`src/rtl/chess_clock_pkg.sv`:
```
// Shared state encoding for the chess clock turn sequencer.
package chess_clock_pkg;

  localparam int STATE_W = 3;

  typedef enum logic [STATE_W-1:0] {
    ST_IDLE    = 3'd0,
    ST_RUN_A   = 3'd1,
    ST_RUN_B   = 3'd2,
    ST_PAUSE_A = 3'd3,
    ST_PAUSE_B = 3'd4,
    ST_FLAG_A  = 3'd5,
    ST_FLAG_B  = 3'd6
  } state_t;

endpackage

```
`src/rtl/chess_clock_ctrl_btn_edge.sv`:
```
// Front-panel button conditioner: 2-FF synchroniser plus rising-edge detector.
// An event needs the button seen low after reset, so a button held through reset stays silent.
module btn_edge (
  input  logic clk,
  input  logic rst_n,
  input  logic btn_raw,
  output logic btn_evt
);

  logic sync1_q, sync1_d;
  logic sync2_q, sync2_d;
  logic prev_q,  prev_d;
  logic vld_q,   vld_d;
  logic armed_q, armed_d;

  always_comb begin
    sync1_d = btn_raw;
    sync2_d = sync1_q;
    prev_d  = sync2_q;
    vld_d   = 1'b1;
    // sync1_q only holds a real sample once vld_q is set
    armed_d = armed_q | (vld_q & ~sync1_q);
  end

  always_ff @(posedge clk) begin
    if (!rst_n) begin
      sync1_q <= 1'b0;
      sync2_q <= 1'b0;
      prev_q  <= 1'b0;
      vld_q   <= 1'b0;
      armed_q <= 1'b0;
    end else begin
      sync1_q <= sync1_d;
      sync2_q <= sync2_d;
      prev_q  <= prev_d;
      vld_q   <= vld_d;
      armed_q <= armed_d;
    end
  end

  assign btn_evt = sync2_q & ~prev_q & armed_q;

endmodule

```
`src/rtl/chess_clock_ctrl.sv`:
```
// Chess clock turn sequencer: selects the running player chain, pause/resume,
// new-game clear, saturating full-move counter and sticky loss-on-time flags.
module chess_clock_ctrl
  import chess_clock_pkg::*;
#(
  parameter int MOVE_W = 8
) (
  input  logic              CLK,
  input  logic              CLR_N,
  input  logic              START,
  input  logic              BTN_A,
  input  logic              BTN_B,
  input  logic              PAUSE,
  input  logic              EXP_A,
  input  logic              EXP_B,
  output logic              EN_A,
  output logic              EN_B,
  output logic              CNT_CLR,
  output logic              ACTIVE,
  output logic [MOVE_W-1:0] MOVES,
  output logic              FLAG_A,
  output logic              FLAG_B,
  output logic [STATE_W-1:0] STATE
);

  logic start_evt, btn_a_evt, btn_b_evt, pause_evt;

  btn_edge u_start (.clk(CLK), .rst_n(CLR_N), .btn_raw(START), .btn_evt(start_evt));
  btn_edge u_btn_a (.clk(CLK), .rst_n(CLR_N), .btn_raw(BTN_A), .btn_evt(btn_a_evt));
  btn_edge u_btn_b (.clk(CLK), .rst_n(CLR_N), .btn_raw(BTN_B), .btn_evt(btn_b_evt));
  btn_edge u_pause (.clk(CLK), .rst_n(CLR_N), .btn_raw(PAUSE), .btn_evt(pause_evt));

  state_t            state_q, state_d;
  logic              active_q, active_d;
  logic [MOVE_W-1:0] moves_q, moves_d;
  logic              flag_a_q, flag_a_d;
  logic              flag_b_q, flag_b_d;
  logic              cnt_clr_q, cnt_clr_d;

  always_comb begin
    state_d   = state_q;
    active_d  = active_q;
    moves_d   = moves_q;
    flag_a_d  = flag_a_q;
    flag_b_d  = flag_b_q;
    cnt_clr_d = 1'b0;

    // start outranks everything and always returns a live game to IDLE
    if (start_evt && state_q != ST_IDLE) begin
      state_d   = ST_IDLE;
      active_d  = 1'b0;
      moves_d   = '0;
      flag_a_d  = 1'b0;
      flag_b_d  = 1'b0;
      cnt_clr_d = 1'b1;
    end else begin
      case (state_q)
        ST_IDLE: begin
          if (start_evt) begin
            state_d   = ST_RUN_A;
            active_d  = 1'b0;
            moves_d   = MOVE_W'(1);
            cnt_clr_d = 1'b1;
          end
        end
        ST_RUN_A: begin
          if (EXP_A) begin
            state_d  = ST_FLAG_A;
            flag_a_d = 1'b1;
          end else if (pause_evt) begin
            state_d = ST_PAUSE_A;
          end else if (btn_a_evt) begin
            state_d  = ST_RUN_B;
            active_d = 1'b1;
          end
        end
        ST_RUN_B: begin
          if (EXP_B) begin
            state_d  = ST_FLAG_B;
            flag_b_d = 1'b1;
          end else if (pause_evt) begin
            state_d = ST_PAUSE_B;
          end else if (btn_b_evt) begin
            state_d  = ST_RUN_A;
            active_d = 1'b0;
            if (moves_q != {MOVE_W{1'b1}}) moves_d = moves_q + MOVE_W'(1);
          end
        end
        ST_PAUSE_A: if (pause_evt) state_d = ST_RUN_A;
        ST_PAUSE_B: if (pause_evt) state_d = ST_RUN_B;
        ST_FLAG_A, ST_FLAG_B: state_d = state_q;
        default: state_d = ST_IDLE;
      endcase
    end
  end

  always_ff @(posedge CLK) begin
    if (!CLR_N) begin
      state_q   <= ST_IDLE;
      active_q  <= 1'b0;
      moves_q   <= '0;
      flag_a_q  <= 1'b0;
      flag_b_q  <= 1'b0;
      cnt_clr_q <= 1'b0;
    end else begin
      state_q   <= state_d;
      active_q  <= active_d;
      moves_q   <= moves_d;
      flag_a_q  <= flag_a_d;
      flag_b_q  <= flag_b_d;
      cnt_clr_q <= cnt_clr_d;
    end
  end

  assign EN_A    = (state_q == ST_RUN_A);
  assign EN_B    = (state_q == ST_RUN_B);
  assign CNT_CLR = cnt_clr_q;
  assign ACTIVE  = active_q;
  assign MOVES   = moves_q;
  assign FLAG_A  = flag_a_q;
  assign FLAG_B  = flag_b_q;
  assign STATE   = state_q;

endmodule
```
`config.mk`:
```
export PLATFORM = sky130hd
export DESIGN_NAME = chess_clock_ctrl
export DESIGN_NICKNAME = d
export VERILOG_FILES = /design/src/rtl/chess_clock_pkg.sv /design/src/rtl/chess_clock_ctrl_btn_edge.sv /design/src/rtl/chess_clock_ctrl.sv
export SDC_FILE = /design/constraint.sdc
export NUM_CORES = 1
export LEC_CHECK = 0
export BUFFER_PORTS_ARGS = -buffer_cell sky130_fd_sc_hd__buf_2
export CAP_MARGIN = 10
export CORE_UTILIZATION = 54
export DETAILED_ROUTE_END_ITERATION = 8
export PLACE_DENSITY = 0.77
export SYNTH_ARGS = -nofsm -noshare
export SYNTH_HDL_FRONTEND = slang
export SYNTH_SLANG_ARGS = --single-unit
```
`constraint.sdc`:
```
create_clock -name CLK -period 2.5 [get_ports CLK]
set_clock_uncertainty 0.1 [all_clocks]
set_input_delay 0.5 -clock CLK [delete_from_list [all_inputs] [get_ports CLK]]
set_output_delay 0.5 -clock CLK [all_outputs]
set_load 0.01 [all_outputs]
```
-- Word level (Yosys, flattened, before mapping)
Index checks and enable logic that the tools add are counted.
Widths: inputs -> output; s select.
- add/sub/neg operators: 1
- equal/unequal tests: 19
- multiplexer cells: 28
- bitwise operators: 26
- reductions and logical operators: 12
- operators with widths (operator ; count):
    $mux 8 ; 5
    $mux 3 ; 9
    $pmux 3 s6 ; 1
    $pmux 8 s2 ; 1
    $ne 2x2->1 const B ; 7
    $and 1x1->1 ; 12
    $reduce_and 6->1 ; 2
    $mux 1 ; 11
    $not 1->1 ; 10
    $eq 3x3->1 const B ; 3
    $add 8x1->8 const B ; 1
    $ne 4x2->1 const B ; 2
    $ne 8x8->1 const B ; 1
    $reduce_and 8->1 ; 1
    $eq 3x2->1 const B ; 2
    $ne 2x1->1 const B ; 3
    $reduce_bool 3->1 ; 2
    $or 1x1->1 ; 4
    $reduce_and 2->1 ; 2
    $reduce_or 2->1 ; 2
    $eq 3x1->1 const B ; 1
    $logic_not 3->1 ; 1
    $pmux 1 s3 ; 1
    $reduce_bool 2->1 ; 1
    $logic_and 1x1->1 ; 1
- flip-flop bits (word level): 32
- input port bits: 8

-- Longest topological paths before layout
- word-level depth: 7
- gate-level depth with buffers: 6
- depth with buffers taken out: 5

-- Cells and area by module
Synthesis repeated with hierarchy kept, for this count alone.
- cell total of the unflattened synthesis: 164
- area, all modules: 1521.5 sq um
- modules (own cells, without submodules) (module ; times used ; cells an instance ; area each (sq um) ; seq. area each (sq um)):
    chess_clock_ctrl ; 1 ; 116 ; 960.9 ; 300.3
    btn_edge ; 4 ; 12 ; 140.1 ; 100.1

-- Worst setup path before layout
No wires, ideal clock.
- path type: flip-flop to flip-flop
- start: reg state_q[1] (netlist: STATE[1])
- end: reg moves_q[7] (netlist: MOVES[7])
- library setup time: 0.076 ns
- arrival: 1.758 ns
- data required time: 2.324 ns
- path slack: 0.566 ns
- stages on the path, launching flop included: 6
- path through: dfxtp_1 buf_4 nor3b_4 nor4b_4 or3b_1 a31oi_1
- longest elaborated chain between the ends: 3
- elaborated cells on any way between the ends: 13
- classes of those cells: eq/ne: 6; mux: 1; reduce/logical: 6
- ends and longest elaborated chain (item ; line ; RTL):
    start, declared ; chess_clock_ctrl.sv:33 ; state_t state_q, state_d;
    start signal, assigned ; chess_clock_ctrl.sv:106 ; state_q <= state_d;
    $eq 3x2->1 (*) ; n/a ;
    via EN_B ; chess_clock_ctrl.sv:17 ; output logic EN_B,
    $ne 2x1->1 (no source line), or another cell as far along ; n/a ;
    $reduce_and 6->1 (no source line) ; n/a ;
    end signal, assigned ; chess_clock_ctrl.sv:108 ; moves_q <= moves_d;
    end, declared ; chess_clock_ctrl.sv:35 ; logic [MOVE_W-1:0] moves_q, moves_d;
Mark *: on every way through the listed nets, which the timed path passes. The rest lies on a longest branch.
A chain may end at the register's enable or synchronous reset.

-- Worst setup path in the final report
- start: reg state_q[0] (netlist: STATE[0])
- end: out EN_A
- longest elaborated chain between the ends: 1
- ends and longest elaborated chain (item ; line ; RTL):
    $eq 3x1->1 ; chess_clock_ctrl.sv:115 ; assign EN_A = (state_q == ST_RUN_A);
    end, declared ; chess_clock_ctrl.sv:16 ; output logic EN_A,
No other way between the ends.

==> metrics.md <==
| Metric | Value |
|---|---|
| Status | `finished, final reports clean` |
| Hold Vio Cnt, Final | `0` |
| IO buf count | `24` |
| DR vias | `1,351` |
| Final setup TNS | `0 ns` |
| Largest net degree at the start of global routing | `19` |
| Initial antenna violation count | `0` |
| Std cell rows | `18` |
| Post-synth EDFFs | `0` |
| PwrDens | `743 mW/mm2` |
| Dpl cell area | `0.00159 mm2` |
| Max_slew headroom | `63.8%` |
| Number of nets in the layout | `198` |
| Post-cts sizing count | `0` |
| Post-DP HPWL | `2300 um` |
| Initial DRC count | `50` |
| Mapped Area | `0.00144 mm2` |
| Syn Inst Count | `162` |
| Unique masters post-synth | `41` |
| IO Count | `25` |
| Starting density of the core | `57.7%` |
| VDD IR max | `661 uV` |
| Unrepaired setup endpoints after global routing | `no` |
| Setup crit end kind | `output port` |
| Die height | `53.7 um` |
| Worst skew pair latency | `0.33 ns` |
| Yosys warning total | `0` |
| CP cell instances | `nor3b_1 -> buf_2` |
| Post-synthesis async set-or-reset flop share | `0%` |
| Most frequent cell after synthesis | `dfxtp_1` |
| ANT cells | `0` |
| Max Cap Viol | `0` |
| Grt ovf | `0` |
| Commonest cells post-synth | `dfxtp_1, nor2_1, a21oi_1` |
| Via count of the first global-routing pass | `1,124` |
| Crit path DAT | `1.51 ns` |
| Total die area | `0.00288 mm2` |
| Worst path bufs/invs | `1` |
| Place WS | `0.616 ns` |
| Worst Hold Class | `in -> reg` |
| Critical path required time | `1.90 ns` |
| Core area | `0.00250 mm2` |
| Via/cell ratio | `6.14` |
| Clk buf depth | `2` |
| Clk pin slew, worst setup/hold paths | `0.11 ns` |
| FF+latch count, synth | `32` |
| CP max-delay cell | `dfxtp_1` |
| DRC violations left | `0` |
| Routed WL | `3180 um` |
| Static leakage | `0.678 nW` |
| Crit Path Max Fanout | `18` |
| Synth top area cells | `dfxtp_1, a21oi_1, and2_1` |
| Max reg flops | `8` |
| Die W | `53.7 um` |
| Finish-stage setup viols | `0` |
| Sequential area share after synthesis | `44.4%` |
| CTS sink count | `32` |
| Final Wtd Congestion | `0.871` |
| Fin area | `0.00167 mm2` |
| Max H-tree Level | `2` |
| First-pass GRT wire length | `5060 um` |
| Num CTS Buffers | `5` |
| Setup ws final | `0.386 ns` |
| Slew Viols, Final | `0` |
| Number of detailed-route iterations in the first pass | `4` |
| Area leader, netlist | `dfxtp_1` |
| Layout area overhead | `16.1%` |
| Setup bufs post-CTS | `0` |
| Global Route Usage Sum | `25.1%` |
| Synth Flop Type | `dfxtp_1` |
| Share of cells above drive strength 1 | `20.5%` |
| Critical Path Source Type | `register` |
| Per-cell routed wire length | `14.5 um` |
| Min cycle time layout | `2.11 ns` |
| Fmax | `473 MHz` |
| Kind of critical path | `reg -> out` |
| CTS tree | `yes` |
| Root buf cell | `clkbuf_4` |
| Syn avg cell area | `8.90 um2` |
| Post-DRT Antenna Nets | `0` |
| Share of Yosys cell area claimed by the top area cell type | `44.4%` |
| Least-Margin Pin Slew | `0.542 ns` |
| Max incr delay on CP | `0.68 ns` |
| Synth Net Count | `171` |
| Final period util | `84.6%` |
| CP top delay family | `flip-flops` |
| Hold Buf Count CTS | `0` |
-- worst register-to-register path, cell delays in order (launching register included) --
cell,delay (ns)
dfxtp_1,0.49
nor3b_4,0.25
nor4b_4,0.43
or3b_1,0.39
a31oi_1,0.18
-- area by class of cell --
class | count | area (um2)
clock buffers | 5 | 37.5
repair buffers | 28 | 150
clock inverters | 3 | 42.5
multi-input cells | 114 | 736
well taps | 30 | 37.5
fillers | 212 | 826
flip-flops and latches | 32 | 641
inverters | 8 | 30.0
-- cell usage in the layout (no fill, tap or decap), types with 2 or more instances in the layout --
master,count
nand4_1,3
dfxtp_1,32
buf_4,4
clkbuf_4,5
nor2b_1,2
o31ai_1,4
buf_2,24
o21a_1,3
nor3_1,3
a21oi_1,13
nand4b_1,3
and3b_1,3
a311oi_1,2
nand2_1,8
inv_1,7
a31oi_1,5
nand3b_1,5
nand3_1,4
nor2_1,15
mux2i_1,2
a221oi_1,2
o21ai_0,8
nor3b_1,3
and2_1,9
o211ai_1,2
-- metal layers --
layer | part of all wire (%) | track usage, % | vias to the layer above | wire length [um]
li1 | - | - | 652 | -
met1 | 44 | 29.9 | 634 | 1420
met2 | 47 | 39.5 | 59 | 1510
met3 | 6.6 | 9.60 | 6 | 209
met4 | 1.6 | 11.4 | 0 | 51
met5 | 0 | 0 | - | 0
-- metrics by stage --
stage / util, % / instances / hold slack [ns] / total power [mW]
floorplan: - / 162 / 0.310 / 0.786
global placement: 63.8 / 212 / 0.313 / 0.856
detailed placement: 63.8 / 212 / 0.320 / 0.865
CTS: 67.0 / 220 / 0.259 / 1.25
global route: 67.0 / 220 / 0.235 / 1.32
finish: 67.0 / 220 / 0.273 / 1.24
-- path summary, 6_finish.rpt --
kind | startpoint | to | slack [ns] | depth (start not counted)
setup / recovery | STATE[0]$_SDFFE_PP0P_ | EN_A | 0.39 | 2
hold / removal | BTN_B | u_btn_b.sync1_q$_SDFF_PN0_ | 0.27 | 2
setup reg to reg | STATE[0]$_SDFFE_PP0P_ | MOVES[7]$_SDFFE_PP0P_ | 0.59 | 4
hold reg to reg | u_pause.sync1_q$_SDFF_PN0_ | u_pause.prev_d$_SDFF_PN0_ | 0.33 | 2
-- report_power, final --
group,internal [mW],switching (mW),total (mW),leakage [nW]
Sequential,0.543,0.0491,0.593,0.262
Clock,0.208,0.178,0.386,0.0412
Combinational,0.121,0.145,0.266,0.375
Total,0.873,0.372,1.24,0.678
-- cells by family after synthesis --
kind of cell	count (synthesis)	synth area share [%]
adder cells (fa/ha/maj)	1	0.868
AO/OA/AOI/OAI	47	21.2
flip-flops	32	44.4
AND/OR/NAND/NOR	64	27.6
multiplexers	2	1.39
buffers and inverters	16	4.51
(Power assumes the default switching activity.)
